[config.mk]
export PLATFORM = sky130hd
export DESIGN_NAME = seg_display_driver
export DESIGN_NICKNAME = d
export VERILOG_FILES = /design/src/rtl/seg_display_pkg.sv /design/src/rtl/seg_display_driver_bin2bcd.sv /design/src/rtl/seg_display_driver.sv
export SDC_FILE = /design/constraint.sdc
export NUM_CORES = 1
export LEC_CHECK = 0
export CAP_MARGIN = 20
export CELL_PAD_IN_SITES_DETAIL_PLACEMENT = 0
export CELL_PAD_IN_SITES_GLOBAL_PLACEMENT = 1
export CORE_AREA = 2 2 137 139
export CTS_BUF_LIST = sky130_fd_sc_hd__clkbuf_8 sky130_fd_sc_hd__clkbuf_16
export DETAILED_ROUTE_END_ITERATION = 10
export DIE_AREA = 0 0 139 141
export PLACE_DENSITY = 0.77
export SLEW_MARGIN = 20
export SYNTH_ARGS = -nofsm -noshare
export SYNTH_HDL_FRONTEND = slang
export SYNTH_HIERARCHICAL = 1
export SYNTH_SLANG_ARGS = --single-unit
[constraint.sdc]
create_clock -name clk -period 6.1 [get_ports clk]
set_clock_uncertainty 0.05 [all_clocks]
set_input_delay 0.915 -clock clk [delete_from_list [all_inputs] [get_ports clk]]
set_output_delay 0.915 -clock clk [all_outputs]
set_load 0.01 [all_outputs]
[src/rtl/seg_display_pkg.sv]
// Shared types and segment constants for the serial 7-segment display driver.
package seg_display_pkg;

    typedef enum logic [1:0] {
        IDLE    = 2'd0,
        CONVERT = 2'd1,
        SHIFT   = 2'd2,
        LATCH   = 2'd3
    } state_t;

    // Segment bytes are {dp,g,f,e,d,c,b,a}, active-high; dp is never lit.
    localparam logic [7:0] SEG_BLANK = 8'h00;
    localparam logic [7:0] SEG_MINUS = 8'h40;
    localparam logic [7:0] SEG_E     = 8'h79;
    localparam logic [7:0] SEG_R     = 8'h50;

    function automatic logic [7:0] hex_to_seg(input logic [3:0] nib);
        logic [7:0] seg;
        case (nib)
            4'h0: seg = 8'h3F;
            4'h1: seg = 8'h06;
            4'h2: seg = 8'h5B;
            4'h3: seg = 8'h4F;
            4'h4: seg = 8'h66;
            4'h5: seg = 8'h6D;
            4'h6: seg = 8'h7D;
            4'h7: seg = 8'h07;
            4'h8: seg = 8'h7F;
            4'h9: seg = 8'h6F;
            4'hA: seg = 8'h77;
            4'hB: seg = 8'h7C;
            4'hC: seg = 8'h39;
            4'hD: seg = 8'h5E;
            4'hE: seg = 8'h79;
            default: seg = 8'h71;
        endcase
        return seg;
    endfunction

endpackage

[src/rtl/seg_display_driver_bin2bcd.sv]
// Iterative double-dabble: one shift per cycle after start, DATA_WIDTH steps.
// The final step is presented combinationally on bcd while done is high, so
// the caller can use the result in the same cycle done is asserted.
module bin2bcd_seq #(
    parameter int DATA_WIDTH = 16,
    parameter int BCD_DIGITS = (DATA_WIDTH * 3) / 10 + 1
) (
    input  logic                    clk,
    input  logic                    rst_n,
    input  logic                    start,
    input  logic [DATA_WIDTH-1:0]   bin,
    output logic                    done,
    output logic [BCD_DIGITS*4-1:0] bcd
);
    localparam int CW = $clog2(DATA_WIDTH + 1);

    logic [DATA_WIDTH-1:0]   bin_q;
    logic [BCD_DIGITS*4-1:0] bcd_q;
    logic [BCD_DIGITS*4-1:0] adj;
    logic [BCD_DIGITS*4-1:0] step;
    logic [CW-1:0]           cnt_q;
    logic                    busy_q;

    // One double-dabble step: add 3 to every digit >= 5, then shift in the next bit.
    always_comb begin
        adj = bcd_q;
        for (int i = 0; i < BCD_DIGITS; i++) begin
            if (bcd_q[4*i +: 4] >= 4'd5) adj[4*i +: 4] = bcd_q[4*i +: 4] + 4'd3;
        end
        step = {adj[BCD_DIGITS*4-2:0], bin_q[DATA_WIDTH-1]};
    end

    assign done = busy_q && (cnt_q == CW'(DATA_WIDTH - 1));
    assign bcd  = step;

    // Load on start, then advance one step per cycle until the last step is shown.
    always_ff @(posedge clk or negedge rst_n) begin
        if (!rst_n) begin
            bin_q  <= '0;
            bcd_q  <= '0;
            cnt_q  <= '0;
            busy_q <= 1'b0;
        end else if (start) begin
            bin_q  <= bin;
            bcd_q  <= '0;
            cnt_q  <= '0;
            busy_q <= 1'b1;
        end else if (busy_q) begin
            bin_q  <= bin_q << 1;
            bcd_q  <= step;
            cnt_q  <= cnt_q + CW'(1);
            if (done) busy_q <= 1'b0;
        end
    end

endmodule

[src/rtl/seg_display_driver.sv]
// Renders a signed magnitude (hex or decimal) as NUM_DIGITS segment bytes and
// streams them into a serial-in shift-register chain, then pulses the latch.
// Handshake: a request is taken on a cycle where i_valid && o_ready; o_ready is
// high only in IDLE, and inputs are not looked at in any other state.
// NUM_DIGITS must be at least 3 so the "Err" pattern fits.
module seg_display_driver #(
    parameter int DATA_WIDTH = 16,
    parameter int NUM_DIGITS = 5
) (
    input  logic                  clk,
    input  logic                  rst_n,
    input  logic [DATA_WIDTH-1:0] i_data,
    input  logic                  i_data_is_neg,
    input  logic                  i_error,
    input  logic                  i_mode_dec,
    input  logic                  i_blank_lz,
    input  logic                  i_valid,
    output logic                  o_ready,
    output logic                  o_sr_data,
    output logic                  o_sr_clk,
    output logic                  o_sr_latch,
    output logic                  o_sr_oe_n
);
    import seg_display_pkg::*;

    localparam int BCD_DIGITS = (DATA_WIDTH * 3) / 10 + 1;
    localparam int HEX_DIGITS = (DATA_WIDTH + 3) / 4;
    localparam int SRC_DIGITS = (HEX_DIGITS > BCD_DIGITS) ? HEX_DIGITS : BCD_DIGITS;
    localparam int MAG_DIGITS = (SRC_DIGITS > NUM_DIGITS) ? SRC_DIGITS : NUM_DIGITS;
    localparam int MAG_W      = 4 * MAG_DIGITS;
    localparam int N_BITS     = 8 * NUM_DIGITS;
    localparam int BIT_CW     = $clog2(N_BITS);

    state_t                  state_q, state_d;
    logic [DATA_WIDTH-1:0]   data_q;
    logic                    neg_q, err_q, dec_q, blank_q;
    logic                    handshake, conv_done, last_bit, bcd_done;
    logic [BCD_DIGITS*4-1:0] bcd;
    logic [MAG_W-1:0]        mag;
    logic [N_BITS-1:0]       frame, sr_q;
    logic                    phase_q;
    logic [BIT_CW-1:0]       bit_cnt_q;
    logic                    neg_eff, show_err;
    int                      sig;

    assign o_ready   = (state_q == IDLE);
    assign handshake = o_ready && i_valid;
    assign conv_done = (state_q == CONVERT) && (!dec_q || bcd_done);
    assign last_bit  = phase_q && (bit_cnt_q == BIT_CW'(N_BITS - 1));

    bin2bcd_seq #(
        .DATA_WIDTH(DATA_WIDTH),
        .BCD_DIGITS(BCD_DIGITS)
    ) u_bin2bcd (
        .clk  (clk),
        .rst_n(rst_n),
        .start(handshake),
        .bin  (i_data),
        .done (bcd_done),
        .bcd  (bcd)
    );

    // State register.
    always_ff @(posedge clk or negedge rst_n) begin
        if (!rst_n) state_q <= IDLE;
        else        state_q <= state_d;
    end

    // Next-state: hex converts in one cycle, decimal waits for the converter.
    always_comb begin
        state_d = state_q;
        case (state_q)
            IDLE:    if (i_valid)   state_d = CONVERT;
            CONVERT: if (conv_done) state_d = SHIFT;
            SHIFT:   if (last_bit)  state_d = LATCH;
            LATCH:                  state_d = IDLE;
            default:                state_d = IDLE;
        endcase
    end

    // Capture the request on the handshake cycle only.
    always_ff @(posedge clk or negedge rst_n) begin
        if (!rst_n) begin
            data_q  <= '0;
            neg_q   <= 1'b0;
            err_q   <= 1'b0;
            dec_q   <= 1'b0;
            blank_q <= 1'b0;
        end else if (handshake) begin
            data_q  <= i_data;
            neg_q   <= i_data_is_neg;
            err_q   <= i_error;
            dec_q   <= i_mode_dec;
            blank_q <= i_blank_lz;
        end
    end

    // Digit build: choose magnitude digits, find the top nonzero digit, place sign/Err.
    always_comb begin
        mag = dec_q ? MAG_W'(bcd) : MAG_W'(data_q);
        sig = 0;
        for (int i = 0; i < MAG_DIGITS; i++) begin
            if (mag[4*i +: 4] != 4'd0) sig = i;
        end
        neg_eff  = neg_q && (data_q != '0);
        show_err = err_q || ((sig + int'(neg_eff)) >= NUM_DIGITS);
        frame    = '0;
        for (int d = 0; d < NUM_DIGITS; d++) begin
            if (show_err) begin
                frame[8*d +: 8] = (d == 2) ? SEG_E : ((d < 2) ? SEG_R : SEG_BLANK);
            end else if (blank_q) begin
                if (d <= sig)                      frame[8*d +: 8] = hex_to_seg(mag[4*d +: 4]);
                else if (neg_eff && d == sig + 1)  frame[8*d +: 8] = SEG_MINUS;
                else                               frame[8*d +: 8] = SEG_BLANK;
            end else if (neg_eff && d == NUM_DIGITS - 1) begin
                frame[8*d +: 8] = SEG_MINUS;
            end else begin
                frame[8*d +: 8] = hex_to_seg(mag[4*d +: 4]);
            end
        end
    end

    // Serial output: two cycles per bit (data then rising shift clock), then latch.
    always_ff @(posedge clk or negedge rst_n) begin
        if (!rst_n) begin
            sr_q       <= '0;
            bit_cnt_q  <= '0;
            phase_q    <= 1'b0;
            o_sr_data  <= 1'b0;
            o_sr_clk   <= 1'b0;
            o_sr_latch <= 1'b0;
            o_sr_oe_n  <= 1'b1;
        end else begin
            o_sr_latch <= 1'b0;
            case (state_q)
                CONVERT: begin
                    if (conv_done) begin
                        sr_q      <= frame;
                        o_sr_data <= frame[N_BITS-1];
                        o_sr_clk  <= 1'b0;
                        phase_q   <= 1'b0;
                        bit_cnt_q <= '0;
                    end
                end
                SHIFT: begin
                    if (!phase_q) begin
                        phase_q  <= 1'b1;
                        o_sr_clk <= 1'b1;
                    end else begin
                        phase_q  <= 1'b0;
                        o_sr_clk <= 1'b0;
                        if (last_bit) begin
                            o_sr_latch <= 1'b1;
                            o_sr_oe_n  <= 1'b0;
                        end else begin
                            bit_cnt_q <= bit_cnt_q + BIT_CW'(1);
                            sr_q      <= sr_q << 1;
                            o_sr_data <= sr_q[N_BITS-2];
                        end
                    end
                end
                default: ;
            endcase
        end
    end

endmodule

Word level (Yosys, flattened, before mapping):

Memories as Yosys holds them, arrays and structs flattened.
Cells that the tools add are included.

* flip-flop bits (word level): 113
* memory bits (read-only): 1120
* output and inout port bits: 5
* logic and storage cells: 148
* memories kept: 10

Memories
* (name not given): words 16, bits a word 7, read ports 1, clocked after Yosys merged registers in 0, wr ports 0, line seg_display_pkg.sv:19 `case (nib)`
* (name not given): words 16, bits a word 7, read ports 1, clocked after Yosys merged registers in 0, wr ports 0, line seg_display_pkg.sv:19
* (name not given): words 16, bits a word 7, read ports 1, clocked after Yosys merged registers in 0, wr ports 0, line seg_display_pkg.sv:19
* (name not given): words 16, bits a word 7, read ports 1, clocked after Yosys merged registers in 0, wr ports 0, line seg_display_pkg.sv:19
* (name not given): words 16, bits a word 7, read ports 1, clocked after Yosys merged registers in 0, wr ports 0, line seg_display_pkg.sv:19
* (name not given): words 16, bits a word 7, read ports 1, clocked after Yosys merged registers in 0, wr ports 0, line seg_display_pkg.sv:19
* 4 more memories

* add/subtract/negate cells: 9
* order comparisons: 11
* equal/unequal tests: 14
* multiplexer cells: 62
* reduce and logical (&&, ||, !) cells: 26

Operators with widths (number)
* $mux 8: 16
* $mux 39: 3
* $mux 32: 3
* $pmux 39 s2: 1
* $eq 3x32->1 const A: 2
* $le 3x32->1 const A: 2
* $mux 20: 3
* $mux 7: 5
* $add 32x2->32: 1
* $add 32x2->32 const B: 1
* $eq 2x32->1 const A: 1
* $eq 4x32->1 const A: 1
* $ge 32x4->1 const B: 1
* $le 1x32->1 const A: 1
* $le 2x32->1 const A: 1
* $le 4x32->1 const A: 1
* $logic_not 32->1: 1
* $mux 16: 2
* $ge 4x3->1 const B: 5
* $mux 6: 3
* $add 4x2->4 const B: 4
* $mux 4: 4
* $reduce_bool 16->1: 1
* $reduce_bool 4->1: 4
* 23 further kinds: 55

Longest topological paths before layout:

Gate-level depths: netlist of run 1.

* depth after elaboration: 17
* mapped depth: 13
* mapped depth without buffers: 13

Modules after synthesis:

Netlist of run 1, hierarchy kept.

Modules (own cells, without submodules)
* seg_display_driver: instances 1, cells an instance 495, area each 4670.7 um^2, sequential area each 1778.0 um^2
* bin2bcd_seq: instances 1, cells an instance 259, area each 2436.1 um^2, sequential area each 1051.0 um^2

Worst setup path after synthesis of run 1:

OpenSTA, ideal clock, no wires.

* path type: register to register
* from: register dec_q
* to: register sr_q[9]
* setup time: 0.128 ns
* arrival: 2.831 ns
* slack: 3.091 ns
* cell stages (with the launch flop): 11
* path buffers: 4
* path through: dfrtp_1 -> buf_2 -> buf_2 -> buf_2 -> clkbuf_1 -> mux2i_1 -> ha_1 -> nand3_1 -> or4_1 -> nand3_1 -> o22ai_1

* cells in the longest elaborated chain, start to end: 12
* elaborated cells on any way between the ends: 25
* those cells by class: add/sub: 1; order compare: 2; eq/ne: 1; mux: 10; reduce/logical: 9; memory: 2

RTL lines
* start: declaration: line seg_display_driver.sv:36 `logic neg_q, err_q, dec_q, blank_q;`
* start signal: assignment: line seg_display_driver.sv:93 `dec_q <= i_mode_dec;`
* $mux 20: line seg_display_driver.sv:100 `mag = dec_q ? MAG_W'(bcd) : MAG_W'(data_q);`
* $reduce_bool 4->1: line seg_display_driver.sv:103 `if (mag[4*i +: 4] != 4'd0) sig = i;`
* $mux 1: line seg_display_driver.sv:103
* $mux 32 (3 in a row): line seg_display_driver.sv:103
* $add 32x2->32 / $le 2x32->1 (equally long branches): line seg_display_driver.sv:106, seg_display_driver.sv:112
* $ge 32x4->1 / $mux 8 (equally long branches): line seg_display_driver.sv:106, seg_display_driver.sv:112
* $logic_or 1x1->1 / $mux 8 (equally long branches): line seg_display_driver.sv:106, seg_display_driver.sv:111
* $mux 8: line seg_display_driver.sv:109 `if (show_err) begin`
* $mux 39: line seg_display_driver.sv:137 `if (conv_done) begin`
* $pmux 39 s2: line seg_display_driver.sv:135 `case (state_q)`
* end signal: assignment: line seg_display_driver.sv:138 `sr_q <= frame;`
* end signal: assignment: line seg_display_driver.sv:157 `sr_q <= sr_q << 1;`
* end: declaration: line seg_display_driver.sv:40 `logic [N_BITS-1:0] frame, sr_q;`

Parallel ways exist; a longest one is shown, timed or not. The select of a mux whose other input is x is not followed.
A chain may end at the register's enable or synchronous reset.

Worst setup path in the final report of run 1:

* from: register u_bin2bcd.bcd_q[17]
* to: register sr_q[1]

* cells in the longest elaborated chain, start to end: 11
* elaborated cells on any way between the ends: 15
* those cells by class: add/sub: 2; order compare: 3; mux: 8; reduce/logical: 2

RTL lines
* start: declaration: line seg_display_driver_bin2bcd.sv:18 `logic [BCD_DIGITS*4-1:0] bcd_q;`
* start signal: assignment: line seg_display_driver_bin2bcd.sv:50 `bcd_q <= step;`
* $ge 4x3->1 / $add 3x2->3 (equally long branches): line seg_display_driver_bin2bcd.sv:28 `if (bcd_q[4*i +: 4] >= 4'd5) adj[4*i +: 4] = bcd_q[4*i +: 4] + 4'd3;`
* $mux 3 *: line seg_display_driver_bin2bcd.sv:28
* named net bcd[18]: line seg_display_driver.sv:38 `logic [BCD_DIGITS*4-1:0] bcd;`
* $mux 20 *: line seg_display_driver.sv:100
* $reduce_bool 4->1 *: line seg_display_driver.sv:103
* $mux 32 *: line seg_display_driver.sv:103
* $add 32x2->32 / $le 1x32->1 (equally long branches): line seg_display_driver.sv:106, seg_display_driver.sv:112
* $ge 32x4->1 / $mux 8 (equally long branches): line seg_display_driver.sv:106, seg_display_driver.sv:112
* $logic_or 1x1->1 / $mux 8 (equally long branches): line seg_display_driver.sv:106, seg_display_driver.sv:111
* $mux 8 *: line seg_display_driver.sv:109
* $mux 39 *: line seg_display_driver.sv:137
* $pmux 39 s2 *: line seg_display_driver.sv:135

The timed path passes the listed nets; every way through them passes the cells marked *. The select of a mux whose other input is x is not followed.

==> metrics.md, run 1 <==
| Metric | Value |
|---|---|
| Switching pwr | ~2.3 mW |
| FF+latch count, synth | between 100 and 150 |
| Final Hold Viols | 0 |
| Hold/Removal Path Class | reg2reg |
| Fill count | roughly 1800 |
| Int Power | around 2.8 mW |
| CTS tree | done |
| FF-to-FF Start | u_bin2bcd/bcd_q[17]$_DFFE_PN0P_ |
| Final setup margin | approximately 2.5 ns |
| Post-synth EDFFs | 0 |
| Logic pwr share | 0.556 |
| Hold Crit Depth | 1 |
| Clock Pin Slew Worst Setup and Hold Paths | roughly 0.050 ns |
| DRT Wirelength | about 17000 um |
| Clock power share | 0.182 |
| Max clock buf depth | 2 |
| Clock Tree Root | clkbuf_16 |
| Initial Util | 0.3890 |
| Vias/cell | approximately 5.6 |
| Pin count of the biggest net entering global routing | between 70 and 80 |
| Setup Fix Bufs, Post-CTS | 0 |
| Period minus WS final | approximately 3.6 ns |
| I/O pin count | 28 |
| Critical path fanouts, max | 15 |
| Pre-CTS WS | 2.553 ns |
| Crit. End Element | register |
| Top cell type by total area after synthesis | dfrtp_1 |
| Post-Syn Nets | approximately 800 |
| H-tree levels | 4 |
| P per Cell Area | 634.8 mW/mm2 |
| Top_reg_cell synth | dfrtp_1 |
| Core area | 0.01827 mm2 |
| HPWL after DPL | about 12000 um |
| Num CTS Buffers | 17 |
| Die area | between 0.015 and 0.02 mm2 |
| RSZ-0062 raised after global routing | false |
| Design Area, Final | 0.008103 mm2 |
| Setup TNS | 0 ns |
| Hold Path Sink | o_sr_oe_n$_DFFE_PN1P_ |
| Most common cell in the synthesized netlist | dfrtp_1 |
| Initial antenna violation count | 0 |
| Net switching fraction of the power | 0.4477 |
| Antenna diodes | 0 |
| Storage cell area | 0.002830 mm2 |
| Drt wl/cell | ~17 um |
| Status | completed |
| Max rail drop VDD | about 250 uV |
| Lkg Pwr | around 3.7 nW |
| Area taken by multi-input logic gates | approximately 0.0040 mm2 |
| WS Path Type | reg2reg |
| Mapped Area | roughly 0.0071 mm2 |
| Mapped Cells | approximately 750 |
| Initial DRC count | between 300 and 400 |
| Syn avg cell area | 9.425 um2 |
| Final slew viol count | 0 |
| Cts hold-fix bufs | 0 |
| Sequential element share of the synthesized area | 0.3981 |
| TritonRoute pass-1 iters | 5 |
| Die height | ~140 um |
| Worst EP arrival | approximately 3.8 ns |
| Synthesis Warnings | 6 |
| Layout cells sized above 1 | 0.1049 |
| Final #Nets | about 840 |
| PortBufs | 27 |
| Startpoint class of the critical path | register |
| Async S/R FF share, synth | 1.000 |
| # resized after CTS | 0 |
| Placed cell area | ~0.0076 mm2 |
| DRT antenna net count | 0 |
| Fmax | approximately 280 MHz |
| Dominant cells by area after synthesis | dfrtp_1 39%, ha_1 7.6%, mux2i_1 6.6% |
| Gr ovfl total | 0 |
| Synth cell count leaders | 112 x dfrtp_1, 81 x nand2_1, 60 x o21ai_0 |
| GRT Overall Usage | 0.1863 |
| Worst r2r path cells | 10 |
| Fin crit share | 0.5855 |
| R2R setup slack | about 2.5 ns |
| Area Overhead vs Synth | 14.01% |
| Via count | about 5600 |
| Slew HR | 0.3166 |
| First-pass GRT wire length | 29100 um |
| Vias in the first global route | ~5500 |
| Final setup fails | 0 |
| Clk Latency, worst-skew pair | about 0.42 ns |
| Worst r2r dst | sr_q[1]$_DFFE_PN0P_ |
| Chip Width | about 140 um |
| DRC violations left | 0 |
| Tightest Pin Transition | roughly 1 ns |
| Post-synth cell types | 69 |
| CTS sink cnt | between 100 and 150 |
| Row count | 50 |
| Req. time, crit path | between 6 and 7 ns |
| Top-area cell type share of the netlist area | 0.3944 |
| Total of max-cap violations | 0 |
| GPL Wtd Cong | slightly above 0.8 |
| Hold path start | o_sr_oe_n$_DFFE_PN1P_ |
| Sequential power share | 0.262 |
## cells by family after synthesis
family / share of synthesized area
mux: 0.1173
fa+ha+maj: 0.07570
flops: 0.3981
compound gates: 0.1940
xor+xnor: 0.01232
buf+inv: 0.04472
simple gates: 0.1579
## sequential cells by signal, indices dropped and copies added, names as in the netlist, 2 cells and up
name             flops
bit_cnt_q            6
data_q              16
sr_q                39
state_q              2
u_bin2bcd/bcd_q     20
u_bin2bcd/bin_q     16
u_bin2bcd/cnt_q      5
## worst max-delay path, stage by stage (launching register included)
cell,delay (ns)
dfrtp_1,0.37
inv_1,0.13
ha_1,0.20
nand2b_1,0.09
a21oi_2,0.27
mux2i_1,0.86
o21ai_0,0.44
nand2_1,0.30
a211o_1,0.25
nor2_1,0.16
a221o_1,0.33
## cells in the final DEF, fill, tap and decap left out, drive strengths merged, types with 5 or more instances in the layout
master and n:
mux2i 47, mux2 26, nor2b 6, a22oi 7, nand3 19, a21oi 49
clkdlybuf4s50 26, o311ai 8, a22o 8, a31oi 7, o21ai 61, clkbuf 21
xnor2 8, o211ai 5, or4 11, nand4b 6, inv 35, nor3 6
a311oi 6, dfrtp 112, nor3b 5, buf 11, or2 5, nand2b 12
nor2 54, ha 43, o21a 5, o22ai 15, nand2 81, and3 8
a211oi 8
## area by class of cell
| type | instances | share of cell area |
|---|---|---|
| timing repair buffer | 37 | 0.04231 |
| clock inverter | 9 | 0.008493 |
| multi-input combinational | 570 | 0.4897 |
| sequential | 113 | 0.3493 |
| tap | 234 | 0.03613 |
| inverter | 32 | 0.01482 |
| clock buffer | 21 | 0.05930 |
## power groups by stage
stage	clock (mW)	combinational, mW	sequential (mW)
5_1_grt	0.990	3.22	1.41
3_3_place_gp	0	2.82	1.36
3_5_place_dp	0	2.83	1.36
6_report	0.934	2.86	1.35
4_1_cts	0.955	2.85	1.35
2_1_floorplan	0	2.24	1.27
## per-stage QoR
step / std cells / util / power, mW / hold WS [ns]
after floorplan: 754 / - / 3.504 / 0.3985
after global placement: 986 / 0.4135 / 4.172 / 0.4135
after detailed placement: 986 / 0.4135 / 4.196 / 0.4235
after CTS: 1016 / 0.4436 / 5.157 / 0.4334
after global routing: 1016 / 0.4436 / 5.616 / 0.4405
final: 1016 / 0.4436 / 5.144 / 0.4300
## worst max-delay path by stage
stage / start / end / cells past startpoint
detailed placement: u_bin2bcd/bcd_q[16]$_DFFE_PN0P_ / sr_q[10]$_DFFE_PN0P_ / 10
floorplan: dec_q$_DFFE_PN0P_ / sr_q[9]$_DFFE_PN0P_ / 10
finish: u_bin2bcd/bcd_q[17]$_DFFE_PN0P_ / sr_q[1]$_DFFE_PN0P_ / 10
CTS: u_bin2bcd/bcd_q[16]$_DFFE_PN0P_ / sr_q[10]$_DFFE_PN0P_ / 10
global placement: u_bin2bcd/bcd_q[16]$_DFFE_PN0P_ / sr_q[38]$_DFFE_PN0P_ / 10
global route: u_bin2bcd/bcd_q[17]$_DFFE_PN0P_ / sr_q[10]$_DFFE_PN0P_ / 10
## routing by layer
| metal | routed length (um) | global-route usage |
|---|---|---|
| met1 | 8560 | 0.2642 |
| met2 | 7637 | 0.2834 |
| met3 | 771 | 0.04280 |
| met4 | 268 | 0.05954 |
| met5 | 0 | 0 |
Note: power is estimated with default switching activity, not from simulation.
==> run 2: changes to the inputs <==
==> constraint.sdc (replaced) <==
create_clock -name clk -period 3.45 [get_ports clk]
set_clock_uncertainty 0.05 [all_clocks]
set_input_delay 0.5175 -clock clk [delete_from_list [all_inputs] [get_ports clk]]
set_output_delay 0.5175 -clock clk [all_outputs]
set_load 0.01 [all_outputs]
==> metrics.md, run 2 (same netlist as run 1, synthesis figures left out) <==
| Metric | Value |
|---|---|
| Final slew viol count | 0 (unchanged) |
| HPWL after DPL | 12100 um (+1.7%) |
| Placed cell area | 0.007731 mm2 (+2.4%) |
| Cts hold-fix bufs | 0 (unchanged) |
| TritonRoute pass-1 iters | 5 (unchanged) |
| Die area | 0.01960 mm2 (unchanged) |
| Antenna diodes | 0 (unchanged) |
| Die height | 141 um (unchanged) |
| Drt wl/cell | 16.54 um (-2.5%) |
| Initial DRC count | 352 (-0.56%) |
| Max clock buf depth | 2 (unchanged) |
| Startpoint class of the critical path | register |
| Commonest non-fill, non-tap cell in the layout | dfrtp_1 |
| Total of max-cap violations | 0 (unchanged) |
| Final Hold Viols | 0 (unchanged) |
| GRT Overall Usage | 0.1802 (-0.006144) |
| Clk Latency, worst-skew pair | 0.42 ns (about the same) |
| Fmax | 319.0 MHz (+14%) |
| Clock power share | 0.190 (+0.008) |
| Dpl cells | 1008 (+2.2%) |
| Num CTS Buffers | 17 (unchanged) |
| Int Power | 5.335 mW (+88%) |
| Most frequent cells in the layout | 111 x dfrtp_1, 81 x nand2_1, 60 x o21ai_0 |
| Max reg flops | 39 (unchanged) |
| PortBufs | 27 (unchanged) |
| Largest regs | sr_q x39, u_bin2bcd/bcd_q x20 |
| Core area | 0.01827 mm2 (unchanged) |
| Net switching fraction of the power | 0.4376 (-0.01010) |
| H-tree levels | 4 (unchanged) |
| Critical path fanouts, max | 6 (-9) |
| GPL Wtd Cong | 0.8544 (+3.2%) |
| Clock Pin Slew Worst Setup and Hold Paths | 0.06 ns (about the same) |
| Sequential power share | 0.254 (-0.008) |
| Initial antenna violation count | 0 (unchanged) |
| WS Path Type | reg2reg |
| DRT Wirelength | 17200 um (-0.20%) |
| Crit. End Element | register |
| Max rail drop VDD | 502.4 uV (+100%) |
| I/O pin count | 28 (unchanged) |
| Area Overhead vs Synth | 17.34% |
| P per Cell Area | 1138 mW/mm2 (+79%) |
| Design Area, Final | 0.008339 mm2 (+2.9%) |
| Req. time, crit path | 3.75 ns (-2.60 ns) |
| Hold/Removal Path Class | in2async |
| Reg with most FFs | sr_q |
| CTS tree | done |
| Setup TNS | 0 ns (unchanged) |
| DRC violations left | 0 (unchanged) |
| Status | completed |
| Via count | 5699 (+0.92%) |
| Fin crit share | 0.9087 (+0.3232) |
| Vias in the first global route | 5372 (-2.6%) |
| Clock Tree Root | clkbuf_16 |
| Slew HR | 0.4566 (+0.1400) |
| Final #Nets | 859 (+2.6%) |
| Logic pwr share | 0.556 (about the same) |
| Vias/cell | 5.480 (-1.4%) |
| RSZ-0062 raised after global routing | false |
| First-pass GRT wire length | 28460 um (-2.2%) |
| DRT antenna net count | 0 (unchanged) |
| Cell Count, Final, Fillers Out | 1040 (+2.4%) |
| Final setup fails | 0 (unchanged) |
| Gr ovfl total | 0 (unchanged) |
| Layout cells sized above 1 | 0.1352 (+0.03038) |
| Initial Util | 0.3890 (unchanged) |
| Worst EP arrival | 3.44 ns (-0.38 ns) |
| Row count | 50 (unchanged) |
| Period minus WS final | 3.135 ns (-0.4364 ns) |
| Lkg Pwr | 3.775 nW (+3.1%) |
| Chip Width | 139 um (unchanged) |
| Pin count of the biggest net entering global routing | 58 (-22%) |
| CTS sink cnt | 113 (unchanged) |
| Hold_ws | 0.1303 ns (-0.2997 ns) |
| Switching pwr | 4.151 mW (+80%) |
| Tightest Pin Transition | 0.8151 ns (-0.1815 ns) |
[run 2: cell types whose count changed in the layout (fill, tap and decap cells not counted)]
cell and change:
inv_6 +1, bufinv_16 +2, clkinvlp_4 +3, mux2i_2 +1, clkinv_4 +2, clkinv_2 -1
buf_12 +1, clkbuf_8 -3, inv_1 -2, mux2i_1 -1, buf_4 +21
[run 2: final timing paths]
| path | from | endpoint | cells past startpoint | slack (ns) |
|---|---|---|---|---|
| max | u_bin2bcd/bcd_q[12]$_DFFE_PN0P_ | sr_q[27]$_DFFE_PN0P_ | 11 | 0.31 |
| max in group asynchronous | rst_n | o_sr_oe_n$_DFFE_PN1P_ | 2 | 2.37 |
| min reg2reg | sr_q[36]$_DFFE_PN0P_ | sr_q[36]$_DFFE_PN0P_ | 2 | 0.43 |
| min in group clk | sr_q[36]$_DFFE_PN0P_ | sr_q[36]$_DFFE_PN0P_ | 2 | 0.43 |
| min | rst_n | state_q[1]$_DFFE_PN0P_ | 1 | 0.13 |
| max reg2reg | u_bin2bcd/bcd_q[12]$_DFFE_PN0P_ | sr_q[27]$_DFFE_PN0P_ | 11 | 0.31 |
[run 2: critical path, cell delays in order, from the launching register on]
cell and delay, ns:
dfrtp_1 0.44, inv_1 0.10, ha_1 0.19, nand2b_1 0.09, a21oi_2 0.26, xnor2_1 0.11, mux2i_2 0.30, inv_1 0.15
ha_1 0.25, mux4_4 0.61, or4_1 0.43, nand3_1 0.08
[run 2: timing repair]
action	in CTS	in global routing
endpoints found under the setup margin	0	1
buffers inserted	0	0
resized for setup	0	1
endpoints found under the hold margin	0	0
[run 2: area by class of cell]
type / count / area, um2
fillers: 1760 / 9928
multi-input cells: 570 / 3971
flip-flops and latches: 113 / 2830
repair buffers: 59 / 520.5
clock buffers: 18 / 439.2
well taps: 234 / 292.8
clock inverters: 14 / 165.2
inverters: 32 / 120.1
[run 2: power by group through the flow]
stage	Combinational [mW]	Clock, mW	Sequential, mW
floorplan	3.96	0	2.24
global placement	5.18	0	2.42
detailed placement	5.22	0	2.42
CTS	5.25	1.84	2.41
global route	5.89	1.90	2.49
finish	5.27	1.81	2.41
[run 2: layer usage]
| metal | vias up | GRT usage | routed length [um] |
|---|---|---|---|
| li1 | 2835 | - | - |
| met1 | 2740 | 0.2619 | 8833 |
| met5 | - | 0 | 0 |
| met3 | 15 | 0.03974 | 542 |
| met2 | 109 | 0.2704 | 7586 |
| met4 | 0 | 0.05210 | 240 |
[run 2: stage by stage]
| step | utilization | total power [mW] | setup slack, ns |
|---|---|---|---|
| global route | 0.4565 | 10.28 | 0.05857 |
| detailed placement | 0.4232 | 7.638 | 0.2456 |
| global placement | 0.4232 | 7.595 | 0.3313 |
| floorplan | - | 6.195 | 0.4413 |
| finish | 0.4565 | 9.486 | 0.3149 |
| CTS | 0.4563 | 9.487 | 0.2326 |
==> run 3: changes to the inputs <==
--- a/config.mk
+++ b/config.mk
@@ -5,14 +5,14 @@
 export SDC_FILE = /design/constraint.sdc
 export NUM_CORES = 1
 export LEC_CHECK = 0
-export CAP_MARGIN = 20
+export ABC_AREA = 1
 export CELL_PAD_IN_SITES_DETAIL_PLACEMENT = 0
 export CELL_PAD_IN_SITES_GLOBAL_PLACEMENT = 1
-export CORE_AREA = 2 2 137 139
+export CORE_AREA = 2 2 138 140
 export CTS_BUF_LIST = sky130_fd_sc_hd__clkbuf_8 sky130_fd_sc_hd__clkbuf_16
 export DETAILED_ROUTE_END_ITERATION = 10
-export DIE_AREA = 0 0 139 141
-export PLACE_DENSITY = 0.77
+export DIE_AREA = 0 0 140 142
+export PLACE_DENSITY = 0.8
 export SLEW_MARGIN = 20
 export SYNTH_ARGS = -nofsm -noshare
 export SYNTH_HDL_FRONTEND = slang
==> constraint.sdc (replaced) <==
create_clock -name clk -period 3.45 [get_ports clk]
set_clock_uncertainty 0.05 [all_clocks]
set_input_delay 1.035 -clock clk [delete_from_list [all_inputs] [get_ports clk]]
set_output_delay 1.035 -clock clk [all_outputs]
set_load 0.01 [all_outputs]
==> metrics.md, run 3 <==
| Metric | Value |
|---|---|
| Status | completed |
| Synth cell count leaders | 280 x nand2_1, 112 x dfrtp_1, 107 x inv_1 |
| FF-to-FF Start | u_bin2bcd/bcd_q[12]$_DFFE_PN0P_ |
| Row count | 50 (unchanged) |
| Final setup fails | 0 (unchanged) |
| CP Cell Sequence | inv_1 > ha_1 > inv_1 > nand2_1 > nand3_1 > a21boi_0 > nand2_1 > ha_1 > nand3_1 > nand3_1 > nand2_2 > nor2_4 > nand3_1 > a21oi_1 |
| DRT antenna net count | 0 (unchanged) |
| Cts hold-fix bufs | 0 (unchanged) |
| Final Hold Viols | 0 (unchanged) |
| Worst Setup EP | sr_q[10]$_DFFE_PN0P_ |
| Slew HR | 0.5406 (+0.08404) |
| Hold/Removal Path Class | in2async |
| Die area | 0.01988 mm2 (+1.4%) |
| Req. time, crit path | 3.74 ns (about the same) |
| Critical-path top delay cell | nor2_4 |
| Post-Syn Nets | 1060 (+29%) |
| Critical path fanouts, max | 18 (+12) |
| HPWL after DPL | 12460 um (+3.0%) |
| Clock Pin Slew Worst Setup and Hold Paths | 0.06 ns (about the same) |
| TritonRoute pass-1 iters | 7 (+2) |
| Crit path depth | 14 (+3) |
| Pin count of the biggest net entering global routing | 46 (-21%) |
| CTS tree | done |
| Mapped Cells | 994 (+32%) |
| Largest regs | sr_q x39, u_bin2bcd/bcd_q x20 |
| Crit path launch | u_bin2bcd/bcd_q[12]$_DFFE_PN0P_ |
| GRT Overall Usage | 0.1879 (+0.007682) |
| Core area | 0.01846 mm2 (+1.0%) |
| Top cell type by total area after synthesis | dfrtp_1 |
| Worst EP arrival | 3.32 ns (-0.12 ns) |
| Fin crit share | 0.8774 (-0.03131) |
| Reg with most FFs | sr_q |
| Antenna diodes | 0 (unchanged) |
| GPL Wtd Cong | 0.8285 (-3.0%) |
| Synthesis Warnings | 6 (unchanged) |
| Final slew viol count | 0 (unchanged) |
| Setup Fix Bufs, Post-CTS | 0 (unchanged) |
| R2R setup slack | 0.42 ns (+0.11 ns) |
| Syn avg cell area | 7.266 um2 (-23%) |
| Async S/R FF share, synth | 1.000 (unchanged) |
| Total of max-cap violations | 0 (unchanged) |
| FF+latch count, synth | 113 (unchanged) |
| Area Overhead vs Synth | 14.54% |
| RSZ-0062 raised after global routing | false |
| Top_reg_cell synth | dfrtp_1 |
| Startpoint class of the critical path | register |
| Vias in the first global route | 5971 (+11%) |
| Period minus WS final | 3.027 ns (-0.1080 ns) |
| Crit. End Element | register |
| Mapped Area | 0.007222 mm2 (+1.6%) |
| CP delay by family, top | simple AND/OR/NAND/NOR gates |
| Sequential element share of the synthesized area | 0.3917 (-0.006345) |
| Clock Tree Root | clkbuf_16 |
| Area taken by multi-input logic gates | 0.003741 mm2 (-5.8%) |
| I/O pin count | 28 (unchanged) |
| Max clock buf depth | 2 (unchanged) |
| Chip Width | 140 um (+0.72%) |
| Top-area cell type share of the netlist area | 0.3881 (-0.006286) |
| Initial Util | 0.3913 (+0.002281) |
| CTS sink cnt | 113 (unchanged) |
| Vias/cell | 5.033 (-8.2%) |
| Fill count | 1847 (+4.9%) |
| Post-synth EDFFs | 0 (unchanged) |
| Tightest Pin Transition | 0.6845 ns (-0.1307 ns) |
| Most frequent cells in the layout | 279 x nand2_1, 112 x dfrtp_1, 108 x inv_1 |
| Initial antenna violation count | 0 (unchanged) |
| PortBufs | 27 (unchanged) |
| Fmax | 330.4 MHz (+3.6%) |
| Post-synth cell types | 44 (-36%) |
| DRC violations left | 0 (unchanged) |
| Crit-path max cell delay | 0.43 ns (-0.18 ns) |
| Setup TNS | 0 ns (unchanged) |
| Gr ovfl total | 0 (unchanged) |
| Clk Latency, worst-skew pair | 0.41 ns (about the same) |
| Num CTS Buffers | 17 (unchanged) |
| Drt wl/cell | 13.99 um (-15%) |
| Worst path buffer plus inverter count | 2 (unchanged) |
| Worst r2r path cells | 14 (+3) |
| Most used cell, CP | nand3_1 |
| Dominant cells by area after synthesis | dfrtp_1 39%, nand2_1 15%, ha_1 7.4% |
| Final #Nets | 1084 (+26%) |
| # resized after CTS | 0 (unchanged) |
| WS Path Type | reg2reg |
| Worst r2r dst | sr_q[10]$_DFFE_PN0P_ |
| First-pass GRT wire length | 30020 um (+5.5%) |
| Commonest non-fill, non-tap cell in the layout | nand2_1 |
| Layout cells sized above 1 | 0.07953 (-0.05570) |
| Most common cell in the synthesized netlist | nand2_1 |
| Max reg flops | 39 (unchanged) |
| Storage cell area | 0.002829 mm2 (about the same) |
| Via count | 6367 (+12%) |
| DRT Wirelength | 17690 um (+2.9%) |
| Initial DRC count | 524 (+49%) |
| H-tree levels | 4 (unchanged) |
| Die height | 142 um (+0.71%) |
[run 3: worst min-delay path by stage]
| stage | end | slack, ns |
|---|---|---|
| after floorplan | u_bin2bcd/bcd_q[17]$_DFFE_PN0P_ | 0.40 |
| after global placement | o_sr_oe_n$_DFFE_PN1P_ | 0.39 |
| after detailed placement | o_sr_oe_n$_DFFE_PN1P_ | 0.39 |
| after CTS | o_sr_data$_DFFE_PN0P_ | 0.39 |
| after global routing | o_sr_data$_DFFE_PN0P_ | 0.39 |
| final | o_sr_data$_DFFE_PN0P_ | 0.40 |
[run 3: kinds of logic after synthesis]
group	count (synthesis)	share of synthesized area
compound gates	199	0.1533
xor+xnor	1	0.001213
fa+ha+maj	43	0.07450
buf+inv	152	0.09061
flops	113	0.3917
mux	1	0.001386
simple gates	485	0.2872
[run 3: worst reg2reg max path, delay by kind of cell, from the launching register on]
family	cells	cell delay [ns]
flip-flops	1	0.42
buffers and inverters	2	0.15
AO/OA/AOI/OAI	2	0.36
AND/OR/NAND/NOR	8	1.58
adder cells (fa/ha/maj)	2	0.38
[run 3: cell type report]
type                       count  area share
clock inverter                14     0.01694
sequential                   113      0.3420
inverter                     119     0.05491
clock buffer                  18     0.05309
multi-input combinational    729      0.4523
tap                          234     0.03540
timing repair buffer          38     0.04538
[run 3: stage by stage]
stage          area [um2]  utilization  hold WS (ns)  setup WS [ns]  cells
3_5_place_dp         7692       0.4168        0.3923         0.4650   1233
5_1_grt              8272       0.4482        0.3862        0.08784   1265
6_report             8272       0.4482        0.3953         0.4229   1265
3_3_place_gp         7692       0.4168        0.3930         0.4555   1233
4_1_cts              8272       0.4482        0.3884         0.4263   1265
2_1_floorplan        7222            -        0.3991         0.8894    994
[run 3: routing by layer]
layer,routed length [um],track usage
met5,0,0
met4,145,0.04838
met3,630,0.03533
met2,8256,0.3049
met1,8662,0.2604
Power of run 3 is left out: the tool's default activity adds up to more than one toggle a clock period on the data nets, which glitch-free logic cannot reach.
